==> src/rtl/ime_search_feeder.sv <==
`default_nettype none
// ============================================================================
// ime_search_feeder : streams (current row, reference row) pairs per search
// candidate to the IME PE array. Optional abort port: IME_EARLY_ABORT_EN.
// Revision: 1.0
// ============================================================================
module ime_search_feeder #(
    parameter int N      = 16,
    parameter int RANGE  = 8,
    parameter int STRIDE = 64,
    parameter int AW     = 16
) (
    input  logic                                clk,
    input  logic                                rst,
`ifdef IME_EARLY_ABORT_EN
    input  logic                                abort,
    output logic                                aborted,
`endif
    input  logic                                start,
    input  logic [AW-1:0]                       base_x,
    input  logic [AW-1:0]                       base_y,
    output logic                                busy,
    output logic                                done,
    output logic                                cur_rd,
    output logic [$clog2(N)-1:0]                cur_addr,
    input  logic [N*8-1:0]                      cur_data,
    output logic                                ref_rd,
    output logic [AW-1:0]                       ref_addr,
    input  logic [N*8-1:0]                      ref_data,
    output logic [N*8-1:0]                      pe_a,
    output logic [N*8-1:0]                      pe_b,
    output logic                                out_valid,
    input  logic                                out_ready,
    output logic                                roll,
    output logic [$clog2(2*RANGE+1):0]          cand_dx,
    output logic [$clog2(2*RANGE+1):0]          cand_dy
);
    localparam int RW = $clog2(N);
    localparam int DW = $clog2(2*RANGE+1) + 1;
    localparam int PW = N*8;
    localparam int MW = 1 + 2*DW;
    localparam int EW = 2*PW + MW;
    localparam logic [DW-1:0] C_RMAX     = DW'(RANGE);
    localparam logic [DW-1:0] C_RMIN     = DW'(-RANGE);
    localparam logic [RW-1:0] C_LAST_ROW = RW'(N-1);

    typedef enum logic [1:0] {S_IDLE, S_SCAN, S_DRAIN, S_DONE} state_t;

    state_t          r_state;
    logic [AW-1:0]   r_base_x, r_base_y;
    logic [RW-1:0]   r_row;
    logic [DW-1:0]   r_dx, r_dy;
    logic            r_pend;
    logic [MW-1:0]   r_pend_meta;
    logic [EW-1:0]   r_fifo [2];
    logic            r_wptr, r_rptr;
    logic [1:0]      r_occ;

    logic            w_abort;
    logic            w_pop;
    logic [2:0]      w_outstanding;
    logic            w_issue;
    logic            w_last;
    logic [AW-1:0]   w_ref_y;
    logic [AW-1:0]   w_addr;

`ifdef IME_EARLY_ABORT_EN
    logic            r_aborted;
    assign w_abort = abort;
    assign aborted = done & r_aborted;
`else
    assign w_abort = 1'b0;
`endif

    assign out_valid = (r_occ != 2'd0);
    assign w_pop     = out_valid & out_ready;
    // Beats that will sit in the FIFO or still be in flight after this edge;
    // counting the pop this cycle is what allows one beat per cycle.
    assign w_outstanding = 3'(r_occ) + 3'(r_pend) - 3'(w_pop);
    assign w_issue   = (r_state == S_SCAN) && !w_abort && (w_outstanding < 3'd2);
    assign w_last    = (r_row == C_LAST_ROW) && (r_dx == C_RMAX) && (r_dy == C_RMAX);

    assign w_ref_y = r_base_y + {{(AW-DW){r_dy[DW-1]}}, r_dy} + AW'(r_row);
    assign w_addr  = w_ref_y * AW'(STRIDE) + r_base_x + {{(AW-DW){r_dx[DW-1]}}, r_dx};

    assign cur_rd   = w_issue;
    assign ref_rd   = w_issue;
    assign cur_addr = w_issue ? r_row  : '0;
    assign ref_addr = w_issue ? w_addr : '0;

    assign {pe_a, pe_b, roll, cand_dx, cand_dy} = r_fifo[r_rptr];
    assign busy = (r_state == S_SCAN) || (r_state == S_DRAIN);
    assign done = (r_state == S_DONE);

    always_ff @(posedge clk or negedge rst) begin
        if (!rst) begin
            r_state  <= S_IDLE;
            r_base_x <= '0;
            r_base_y <= '0;
            r_row    <= '0;
            r_dx     <= '0;
            r_dy     <= '0;
`ifdef IME_EARLY_ABORT_EN
            r_aborted <= 1'b0;
`endif
        end else begin
            case (r_state)
                S_IDLE: begin
                    if (start) begin
                        r_base_x <= base_x;
                        r_base_y <= base_y;
                        r_row    <= '0;
                        r_dx     <= C_RMIN;
                        r_dy     <= C_RMIN;
                        r_state  <= S_SCAN;
`ifdef IME_EARLY_ABORT_EN
                        r_aborted <= 1'b0;
`endif
                    end
                end
                S_SCAN: begin
                    if (w_abort) begin
                        r_state <= S_DRAIN;
`ifdef IME_EARLY_ABORT_EN
                        r_aborted <= 1'b1;
`endif
                    end else if (w_issue) begin
                        if (w_last) begin
                            r_state <= S_DRAIN;
                        end
                        if (r_row == C_LAST_ROW) begin
                            r_row <= '0;
                            if (r_dx == C_RMAX) begin
                                r_dx <= C_RMIN;
                                r_dy <= r_dy + 1'b1;
                            end else begin
                                r_dx <= r_dx + 1'b1;
                            end
                        end else begin
                            r_row <= r_row + 1'b1;
                        end
                    end
                end
                S_DRAIN: begin
`ifdef IME_EARLY_ABORT_EN
                    if (w_abort) begin
                        r_aborted <= 1'b1;
                    end
`endif
                    if (w_outstanding == 3'd0) begin
                        r_state <= S_DONE;
                    end
                end
                default: r_state <= S_IDLE;
            endcase
        end
    end

    // Read metadata rides alongside the memory latency and joins the data on write.
    always_ff @(posedge clk or negedge rst) begin
        if (!rst) begin
            r_pend      <= 1'b0;
            r_pend_meta <= '0;
            r_fifo[0]   <= '0;
            r_fifo[1]   <= '0;
            r_wptr      <= 1'b0;
            r_rptr      <= 1'b0;
            r_occ       <= 2'd0;
        end else begin
            r_pend      <= w_issue;
            r_pend_meta <= {(r_row == C_LAST_ROW), r_dx, r_dy};
            if (r_pend) begin
                r_fifo[r_wptr] <= {cur_data, ref_data, r_pend_meta};
                r_wptr         <= ~r_wptr;
            end
            if (w_pop) begin
                r_rptr <= ~r_rptr;
            end
            r_occ <= r_occ + 2'(r_pend) - 2'(w_pop);
        end
    end

endmodule
`default_nettype wire

==> config.mk <==
export PLATFORM = sky130hd
export DESIGN_NAME = ime_search_feeder
export DESIGN_NICKNAME = d
export VERILOG_FILES = /design/src/rtl/ime_search_feeder.sv
export SDC_FILE = /design/constraint.sdc
export NUM_CORES = 1
export LEC_CHECK = 0
export ABC_AREA = 1
export ABC_CLOCK_PERIOD_IN_PS = 6030
export CORE_MARGIN = 4
export CORE_UTILIZATION = 51
export CTS_CLUSTER_SIZE = 16
export DETAILED_ROUTE_END_ITERATION = 16
export PLACE_DENSITY = 0.8
export SYNTH_ARGS = -nofsm -noshare
export SYNTH_HDL_FRONTEND = slang
export SYNTH_SLANG_ARGS = --single-unit
==> constraint.sdc <==
create_clock -name clk -period 6.03 [get_ports clk]
set_clock_uncertainty 0.05 [all_clocks]
set_input_delay 1.206 -clock clk [delete_from_list [all_inputs] [get_ports clk]]
set_output_delay 1.206 -clock clk [all_outputs]
set_load 0.03 [all_outputs]
* Yosys cells after proc, flatten, opt, wreduce, memory -nomap -nowiden *
Cells that the tools add are included.

cells by class
  add/sub/neg operators = 11
  $lt $le $gt $ge = 4
  eq/ne operators = 12
  muxes and demuxes = 26
  bitwise gates (word level) = 5
  reduce and logical (&&, ||, !) cells = 14

operator list
  operator                                                                 number
  269-bit 2-to-1 mux                                                       4
  538-bit bitwise mux                                                      1
  269-bit demux with 1-bit select                                          1
  6-bit 2-to-1 mux                                                         7
  16-bit adder                                                             2
  6-bit case mux with 2 select lines                                       2
  16-bit 2-to-1 mux                                                        1
  4-bit 2-to-1 mux                                                         4
  6-bit by 1-bit adder with 6-bit output, second input constant            2
  6-bit by 4-bit equality test with 1-bit output, second input constant    2
  10-bit adder                                                             1
  10-bit by 4-bit adder with 10-bit output                                 1
  2-bit 2-to-1 mux                                                         4
  2-bit inequality test, second input constant                             4
  4-bit case mux with 2 select lines                                       1
  4-bit AND reduction                                                      2
  2-bit case mux with 3 select lines                                       1
  5-bit AND reduction                                                      1
  4-bit by 1-bit adder with 4-bit output, second input constant            1
  2-bit equality test, second input constant                               2
  4-bit equality test, second input constant                               1
  2-bit >= comparator, second input constant                               2
  1-bit logical AND                                                        4
  2-bit by 1-bit inequality test with 1-bit output, second input constant  2
  16 further kinds                                                         19

word-level totals
  flip-flop bits (word level) = 600
  output and inout port bits = 294
  word-level logic and storage cells = 85

* Logic depth before layout (Yosys ltp) *
Gate-level depths: netlist (run 1).

  depth in word-level cells = 7
  depth in mapped cells = 20
  depth with buffers taken out = 20

* Worst setup path after synthesis (run 1) *
OpenSTA, ideal clock, no wires.

  path kind = register -> output
  start point = register r_row[1]
  end point = output port ref_addr[14]
  data arrival time = 3.787 ns
  data required time = 4.774 ns
  setup slack = 0.987 ns
  cell stages (with the launch flop) = 19
  path through = dfrtp_1 > inv_1 > fa_1 > inv_1 > ha_1 > inv_1 > fa_1 > nand3b_1 > nand2_1 > a31oi_1 > xnor2_1 > fa_1 > ha_1 > nand2_1 > nor4_1 > nand2_1 > nand3_1 > nand2_1 > nor2_1

between the ends
  cells in the longest elaborated chain, start to end = 4

RTL lines
  what                                      line  RTL
  start: declaration                        51    logic [RW-1:0] r_row;
  start signal: assignment                  140   r_row <= r_row + 1'b1;
  10-bit by 4-bit adder with 10-bit output  83    assign w_ref_y = r_base_y + {{(AW-DW){r_dy[DW-1]}}, r_dy} + AW'(r_row);
  16-bit adder (2 in series)                84    assign w_addr = w_ref_y * AW'(STRIDE) + r_base_x + {{(AW-DW){r_dx[DW-1]}}, r_dx};
  16-bit 2-to-1 mux                         89    assign ref_addr = w_issue ? w_addr : '0;
  end: declaration                          28    output logic [AW-1:0] ref_addr,

No other way between the ends.

* Final worst setup path (run 1) *
  start point = register r_dy[1]
  end point = output port ref_addr[15]

between the ends
  cells in the longest elaborated chain, start to end = 5

RTL lines
  what                                      line  RTL
  start: declaration                        52    logic [DW-1:0] r_dx, r_dy;
  start signal: assignment                  135   r_dy <= r_dy + 1'b1;
  10-bit adder                              83
  10-bit by 4-bit adder with 10-bit output  83
  16-bit adder (2 in series)                84
  16-bit 2-to-1 mux                         89

No other way between the ends.

==> summary.md, run 1 <==
| Metric | Value |
|---|---|
| Outcome | complete, no violations |
| Min Tclk post-route | 5800 ps |
| Commonest cells post-synth | nand2_1, dfrtp_1, inv_1 |
| Overflow after GRT | 0 |
| Post-synth cell types | 38 |
| Avg Synthesized Cell Area | 8.11 sq um |
| Remaining DRCs | 0 |
| Vias per cell | 5.10 |
| R2r setup slk | 2860 ps |
| DRT Pass-1 Iters | 6 |
| Final wirelength | 76900 microns |
| Clk slew on worst S/H paths | 60 ps |
| Clk buf depth | 3 |
| Worst Max-Slew Pin Slew | 1170 ps |
| Clk_lat worst skew | 610 ps |
| Final Hold Vio Count | 0 |
| Largest net degree at the start of global routing | 249 |
| Critical path required time | 4770 ps |
| Iter 0 DRT Violations | 1899 |
| CP Max Fanout | 7 |
| Die width | 240 microns |
| Slew margin rel. | 22.1% |
| Hold Slack | 377 ps |
| Arrival time at the worst endpoint | 4540 ps |
| Post-synth ARST share | 100% |
| Final instance area | 35700 sq um |
| Hold Path Depth | 0 |
| Share of post-route cells with drive strength above 1 | 4.63% |
| H-tree depth | 2 |
| Die height | 240 microns |
| Vias | 23533 |
| Post-synth EDFFs | 0 |
| Post-synthesis sequential area ratio | 54.8% |
| Post-synth net total | 3734 |
| First-pass GRT wire length | 121000 microns |
| Placed inst area | 33500 sq um |
| Mapped Cells | 3381 |
| Worst reg2reg path depth | 16 |
| Synthesized area | 27400 sq um |
| HPWL Detailed | 51500 microns |
| Worst setup SP type | flip-flop |
| Critical R2R Launch | r_occ[1]$_DFF_PN0_ |
| GP Congestion | 0.907 |
| Synth Warn # | 0 |
| # port buffers | 579 |
| Max-cap check violation count | 0 |
| Core area | 52900 sq um |
| Synth top area cells | dfrtp_1, nand2_1, o21ai_0, inv_1, o21ai_1 |
| Root Buffer | clkbuf_16 |
| Final Net Count | 4212 |
| Num CTS Buffers | 60 |
| Yosys reg bits | 600 |
| Initial antenna violation count | 20 |
| Pins over their slew limit | 0 |
| Top-count cell post-synth | nand2_1 |
| Tot GR Track Use | 26.1% |
| Clock tree sinks | 600 |
| Vias in the first global route | 22805 |
| Hold worst-path end | r_pend_meta[1]$_DFF_PN0_ |
| Die area | 57500 sq um |
| CTS tree | yes |
| Initial Util | 51.8% |
| Wire length per cell | 16.7 microns |
| Worst hold path class | flip-flop to flip-flop |
| ANT nets after route | 0 |
| CTS hold repair buffers | 0 |
| Worst setup path category | flip-flop to output pin |
| Final setup fails | 0 |
| FILL cells | 4300 |
| Yosys top cell area share | 54.8% |
| P&R area growth vs syn | 30.2% |
| Critical path origin | r_dy[1]$_DFFE_PN0P_ |
| Reg2reg end | r_dy[4]$_DFFE_PN0P_ |
| Standard-cell rows | 84 |
| Hold Startpoint | r_dy[1]$_DFFE_PN0P_ |
| FMAX | 173 MHz |
| CP Capture Type | output pin |
| Post-synth top flop | dfrtp_1 |
| Post-synth top area cell | dfrtp_1 |
| I/O pins | 586 |
| Final period utilization | 96.1% |
==> per-stage QoR <==
stage	cells	util [%]	setup TNS (ps)	setup slack [ps]
after floorplan	3381	-	0	987
after global placement	4481	63.4	0	315
after detailed placement	4481	63.4	0	182
after CTS	4592	67.3	-9.69	-9.69
after global routing	4610	67.5	-35.2	-35.2
final	4613	67.5	0	234
==> how the worst max path moves through the flow <==
stage                   end  slack (ps)  depth (start not counted)
5_1_grt        ref_addr[15]         -40                         20
3_5_place_dp   ref_addr[15]         180                         19
3_3_place_gp   ref_addr[15]         320                         19
6_report       ref_addr[15]         230                         21
2_1_floorplan  ref_addr[14]         990                         18
4_1_cts        ref_addr[15]         -10                         19
==> cells in the final DEF (no fill, tap or decap), drive strengths merged, types with 4 or more instances in the layout <==
cell type      netlist  routed
bufinv               0       6
diode                0      17
nand3               34      34
dfrtp              600     600
xor2                 7       7
inv                340     340
nor2                45      45
or2                  4       4
a21oi               33      33
mux2                21      21
clkinv               0       8
nor3                 7       7
ha                  45      45
o21ai              569     569
fa                  16      16
nand4                6       6
clkbuf              88      97
buf                 98      26
clkdlybuf4s50        0     573
nand2             1454    1454
==> worst max-delay path, cell delays in order, from the launching register on <==
cell      delay, ps
dfrtp_2         420
inv_2            80
fa_1            410
inv_1            70
ha_2            180
inv_1            50
fa_2            340
nand3b_1        180
nand2_2         120
a31oi_2         100
xnor2_1         260
fa_1            480
ha_4            330
nand4_1         130
buf_4           170
a21oi_2          90
nor2_1           50
nand2_2          70
nand3_1          90
nand2_1          80
nor2_2           60
buf_4           170
==> layout make-up <==
cell class / count / area (sq um) / share of cell area, %
diodes: 17 / 42.5 / 0.119
inverters: 340 / 1280 / 3.60
clock inverters: 16 / 246 / 0.691
flip-flops and latches: 600 / 15000 / 42.1
well taps: 688 / 861 / 2.41
clock buffers: 95 / 1830 / 5.12
multi-input cells: 2255 / 10300 / 29.0
repair buffers: 602 / 6070 / 17.0
==> sequential cells by signal (all words and copies together), names as in the netlist <==
signal       flops
r_fifo         538
r_pend           1
r_dx             6
r_base_y        10
r_dy             6
r_state          2
r_wptr           1
r_pend_meta     13
r_base_x        16
r_occ            2
r_row            4
r_rptr           1
==> per-layer routing <==
| metal | vias up | part of all wire [%] | GRT usage [%] |
|---|---|---|---|
| met5 | - | 0.082 | 0 |
| met4 | 8 | 4.1 | 10.7 |
| met3 | 182 | 7.3 | 5.85 |
| met2 | 737 | 48 | 42.1 |
| met1 | 11138 | 41 | 34.5 |
| li1 | 11468 | - | - |
==> kinds of logic after synthesis <==
family	share of synthesized area [%]
flops	54.8
mux	0.863
simple gates	21.8
xor+xnor	0.320
buf+inv	7.73
fa+ha+maj	3.22
compound gates	11.3
==> what timing repair did <==
action | in CTS | in global routing
pin swaps | 0 | 7
endpoints found under the setup margin | 5 | 6
setup buffers | 0 | 4
gates cloned | 0 | 0
endpoints found under the hold margin | 0 | 0
resized for setup | 14 | 24
Power of run 1 is left out: the tool's default activity adds up to more than one toggle a clock period on the data nets, which glitch-free logic cannot reach.
==> run 2: changes to the inputs <==
- REMOVE_ABC_BUFFERS: not set -> 1
==> summary.md, run 2 (same netlist as run 1, synthesis figures left out) <==
| Metric | Value |
|---|---|
| Final period utilization | 96.0% |
| Worst setup path category | flip-flop to output pin |
| ANT nets after route | 0 |
| Initial Util | 51.8% |
| Slew margin rel. | 26.2% |
| CP Max Fanout | 4 |
| Worst Max-Slew Pin Slew | 1110 ps |
| Leakage power | 0.0183 uW |
| Remaining DRCs | 0 |
| Worst hold path class | flip-flop to flip-flop |
| Overflow after GRT | 0 |
| Max-cap check violation count | 0 |
| DRT Pass-1 Iters | 5 |
| Vias | 23444 |
| Largest net degree at the start of global routing | 254 |
| First-pass GRT wire length | 119000 microns |
| Dpl ws | 275 ps |
| Wire length per cell | 16.6 microns |
| Clock tree sinks | 600 |
| HPWL Detailed | 51600 microns |
| Clock power share | 14.9% |
| Min Tclk post-route | 5790 ps |
| Layout Cells excl Fill | 4610 |
| Final worst slack | 241 ps |
| Outcome | complete, no violations |
| Tot GR Track Use | 25.8% |
| GP Congestion | 0.909 |
| Top reg by flops | r_fifo |
| Die height | 240 microns |
| CTS hold repair buffers | 0 |
| Commonest non-fill, non-tap cell in the layout | nand2_1 |
| Final Hold Vio Count | 0 |
| Final wirelength | 76600 microns |
| Die area | 57500 sq um |
| Vias in the first global route | 22231 |
| Int Power | 13900 uW |
| Standard-cell rows | 84 |
| FMAX | 173 MHz |
| Num CTS Buffers | 61 |
| PwrDens | 727 nW/um^2 |
| Hold Slack | 434 ps |
| H-tree depth | 2 |
| Clk buf depth | 3 |
| Final Net Count | 4214 |
| Critical path required time | 4770 ps |
| Root Buffer | clkbuf_16 |
| Multi-input logic area | 10300 sq um |
| Share of post-route cells with drive strength above 1 | 4.58% |
| Iter 0 DRT Violations | 2176 |
| I/O pins | 586 |
| Flip-flop count of the largest register after layout | 538 |
| P&R area growth vs syn | 30.2% |
| Worst setup SP type | flip-flop |
| Pins over their slew limit | 0 |
| Die width | 240 microns |
| Clk_lat worst skew | 620 ps |
| CTS tree | yes |
| Final setup fails | 0 |
| # port buffers | 579 |
| Sequential Area | 15000 sq um |
| CP Capture Type | output pin |
| Final Core Density | 67.5% |
| Arrival time at the worst endpoint | 4530 ps |
| Clk slew on worst S/H paths | 60 ps |
| VDD IR-drop max | 925 uV |
| Flop pwr share | 27.5% |
| Largest regs | r_fifo: 538 flops, r_base_x: 16 flops, r_pend_meta: 13 flops |
| Combinational power share | 57.6% |
| Initial antenna violation count | 21 |
| Most frequent cells in the layout | nand2_1, dfrtp_1, clkdlybuf4s50_1 |
| Switching pwr | 12000 uW |
| FILL cells | 4275 |
| Vias per cell | 5.09 |
| Sw frac | 46.4% |
| Core area | 52900 sq um |
| Cells after DPL | 4485 |
| RSZ-0062 raised after global routing | false |
run 2: layout make-up:
type / instances / share of cell area [%]
Multi-Input combinational cell: 2255 / 28.9
Antenna cell: 14 / 0.0982
Sequential cell: 600 / 42.1
Timing Repair Buffer: 603 / 17.0
Clock buffer: 97 / 5.36
Tap cell: 688 / 2.41
Inverter: 340 / 3.60
Clock inverter: 13 / 0.477
run 2: power by group through the flow:
stage,clock [uW],sequential (uW),combinational (uW)
after global routing,4110,7380,16400
final,3860,7140,14900
after floorplan,0,7160,9950
after CTS,3950,7110,14900
after global placement,0,7060,14600
after detailed placement,0,7150,14800
run 2: through the flow:
stage | setup TNS, ps | instance area (sq um) | power (uW)
after floorplan | -2566280 | 26600 | 17100
after global placement | 0 | 33500 | 21600
after detailed placement | 0 | 33500 | 21900
after CTS | 0 | 35600 | 26000
after global routing | 0 | 35700 | 27900
final | 0 | 35700 | 25900
run 2: worst max-delay path, stage by stage (launching register included):
cell             delay (ps)
dfrtp_1                 410
inv_2                   110
fa_1                    430
inv_1                    70
ha_1                    170
inv_1                    70
fa_2                    530
inv_1                    50
fa_1                    440
ha_1                    360
nand2_1                 130
inv_1                    80
a21oi_1                 180
xor2_1                  100
nor2_1                  100
clkdlybuf4s50_1         680
run 2: final timing paths:
path,start,to,slack [ps],depth (start not counted)
max,r_row[1]$_DFFE_PN0P_,ref_addr[9],240,15
min in group asynchronous,rst,r_fifo[200]$_DFFE_PN0P_,590,1
max reg2reg,r_occ[1]$_DFF_PN0_,r_dy[3]$_DFFE_PN0P_,2820,16
min reg2reg,r_fifo[33]$_DFFE_PN0P_,r_fifo[33]$_DFFE_PN0P_,430,2
max in group asynchronous,rst,r_fifo[239]$_DFFE_PN0P_,3990,2
min,r_fifo[33]$_DFFE_PN0P_,r_fifo[33]$_DFFE_PN0P_,430,2
run 2: timing repair:
item | in CTS | in global routing
buffers inserted | 0 | 1
pin swaps | 0 | 4
endpoints found under the setup margin | 5 | 5
gates resized for setup | 10 | 20
run 2: routing by layer:
metal	share of wire [%]	track usage, %	up-vias
met5	0.14	0	-
met4	3.9	11.0	16
met3	8.0	7.08	169
met2	48	41.9	681
met1	40	32.9	11085
li1	-	-	11493
Note: power is estimated with default switching activity, not from simulation.
==> run 3: changes to the inputs <==
- ABC_CLOCK_PERIOD_IN_PS: 6030 -> 4900
- CORE_UTILIZATION: 51 -> 46
- PLACE_DENSITY: 0.8 -> 0.76
- SLEW_MARGIN: not set -> 20
- clock period: 6.03 -> 4.9 ns (I/O delays scaled with it)
==> summary.md, run 3 (same netlist as run 1, synthesis figures left out) <==
| Metric | Value |
|---|---|
| Die width | 252 microns |
| Worst Max-Slew Pin Slew | 937 ps |
| Critical R2R Launch | r_occ[1]$_DFF_PN0_ |
| Final period utilization | 109% |
| Worst setup path category | flip-flop to output pin |
| Commonest non-fill, non-tap cell in the layout | nand2_1 |
| ANT nets after route | 0 |
| Arrival time at the worst endpoint | 4330 ps |
| Final Net Count | 4245 |
| CP Capture Type | output pin |
| Worst reg2reg path depth | 16 |
| Worst setup SP type | flip-flop |
| Clk buf depth | 3 |
| Final Hold Vio Count | 0 |
| Final wirelength | 76000 microns |
| Share of post-route cells with drive strength above 1 | 6.37% |
| Largest regs | r_fifo: 538 flops, r_base_x: 16 flops, r_pend_meta: 13 flops |
| Iter 0 DRT Violations | 2157 |
| First-pass GRT wire length | 120000 microns |
| Vias | 23440 |
| Critical path required time | 3870 ps |
| GP Congestion | 0.907 |
| FILL cells | 5065 |
| Most frequent cells in the layout | nand2_1, dfrtp_1, clkdlybuf4s50_1 |
| I/O pins | 586 |
| Wire length per cell | 16.1 microns |
| Vias per cell | 4.96 |
| Met3 WL | 4980 microns |
| Metal2 WL | 36900 microns |
| Hold Slack | 400 ps |
| Flip-flop count of the largest register after layout | 538 |
| Worst hold path class | input pin to asynchronous set/reset pin |
| Num CTS Buffers | 61 |
| Vias in the first global route | 22251 |
| CP Max Fanout | 5 |
| Highest routed layer | met5 |
| R2r setup slk | 1690 ps |
| Initial antenna violation count | 11 |
| Min Tclk post-route | 5360 ps |
| Remaining DRCs | 0 |
| Clk_lat worst skew | 600 ps |
| Final instance area | 36200 sq um |
| Largest net degree at the start of global routing | 151 |
| Tot GR Track Use | 23.2% |
| Clock tree sinks | 600 |
| CTS tree | yes |
| Initial Util | 46.4% |
| Die area | 63500 sq um |
| RSZ-0062 raised after global routing | true |
| Root Buffer | clkbuf_16 |
| Overflow after GRT | 0 |
| DRT Pass-1 Iters | 6 |
| Final setup fails | 7 |
| Critical path origin | r_row[1]$_DFFE_PN0P_ |
| Die height | 252 microns |
| Cells after DPL | 4593 |
| Slew margin rel. | 37.5% |
| Outcome | complete, but fails checks |
| Standard-cell rows | 89 |
| Layout Cells excl Fill | 4724 |
| FMAX | 186 MHz |
| Max-cap check violation count | 0 |
| P&R area growth vs syn | 32.2% |
| Crit path to | ref_addr[13] |
| Met1 Routed Length | 32100 microns |
| Reg2reg end | r_dy[1]$_DFFE_PN0P_ |
| H-tree depth | 2 |
| Final worst slack | -463 ps |
| Pins over their slew limit | 0 |
| Clk slew on worst S/H paths | 60 ps |
| # port buffers | 579 |
| HPWL Detailed | 51500 microns |
| Dpl ws | -13.1 ps |
| Violated checks | setup timing |
| Top reg by flops | r_fifo |
| Placed inst area | 33900 sq um |
| Core area | 59000 sq um |
-- run 3: repair_timing --
action,4_1_cts,5_1_grt
gates resized for setup,37,25
pin swaps,28,29
hold buffers,0,0
setup endpoints to repair,7,9
gates cloned,0,0
buffers inserted,6,3
-- run 3: worst max-delay path, cell delays in order, from the launching register on --
cell and delay [ps]:
dfrtp_1 400, inv_2 80, fa_1 410, inv_1 80, ha_2 190, inv_2 40
fa_2 330, buf_4 140, buf_4 120, buf_4 130, xnor2_2 130, fa_1 410
ha_4 280, a21oi_2 230, nor2_1 80, nor2_1 160, nand3_2 110, nand2_1 80
nand2_1 50, nor2_1 110, buf_4 180
-- run 3: stage by stage --
stage	utilization, %	TNS, ps
after detailed placement	57.4	-13.1
final	61.4	-2600
after global routing	61.4	-3770
after floorplan	-	-3419660
after global placement	57.4	0
after CTS	61.1	-2230
-- run 3: area by class of cell --
type,instances,area (sq um),area share [%]
flip-flops and latches,600,15000,41.4
multi-input cells,2255,10500,29.1
repair buffers,634,6380,17.6
clock buffers,96,1880,5.18
inverters,340,1290,3.55
well taps,773,967,2.67
clock inverters,15,138,0.380
diodes,11,27.5,0.0760
-- run 3: how the worst min path moves through the flow --
stage                             start  cells after the start                         to  slack (ps)
CTS                                 rst                      1    r_fifo[520]$_DFFE_PN0P_         400
finish                              rst                      1    r_fifo[500]$_DFFE_PN0P_         400
floorplan           r_dx[4]$_DFFE_PN0P_                      0  r_pend_meta[10]$_DFF_PN0_         360
global route                        rst                      1    r_fifo[500]$_DFFE_PN0P_         440
global placement    r_dx[4]$_DFFE_PN0P_                      0  r_pend_meta[10]$_DFF_PN0_         410
detailed placement  r_dx[3]$_DFFE_PN0P_                      0   r_pend_meta[9]$_DFF_PN0_         420
-- run 3: layer usage --
metal	up-vias	track usage, %
met1	11158	31.3
met4	2	7.20
li1	11540	-
met2	635	38.2
met3	105	4.78
met5	-	0
Power of run 3 is left out for the same reason.
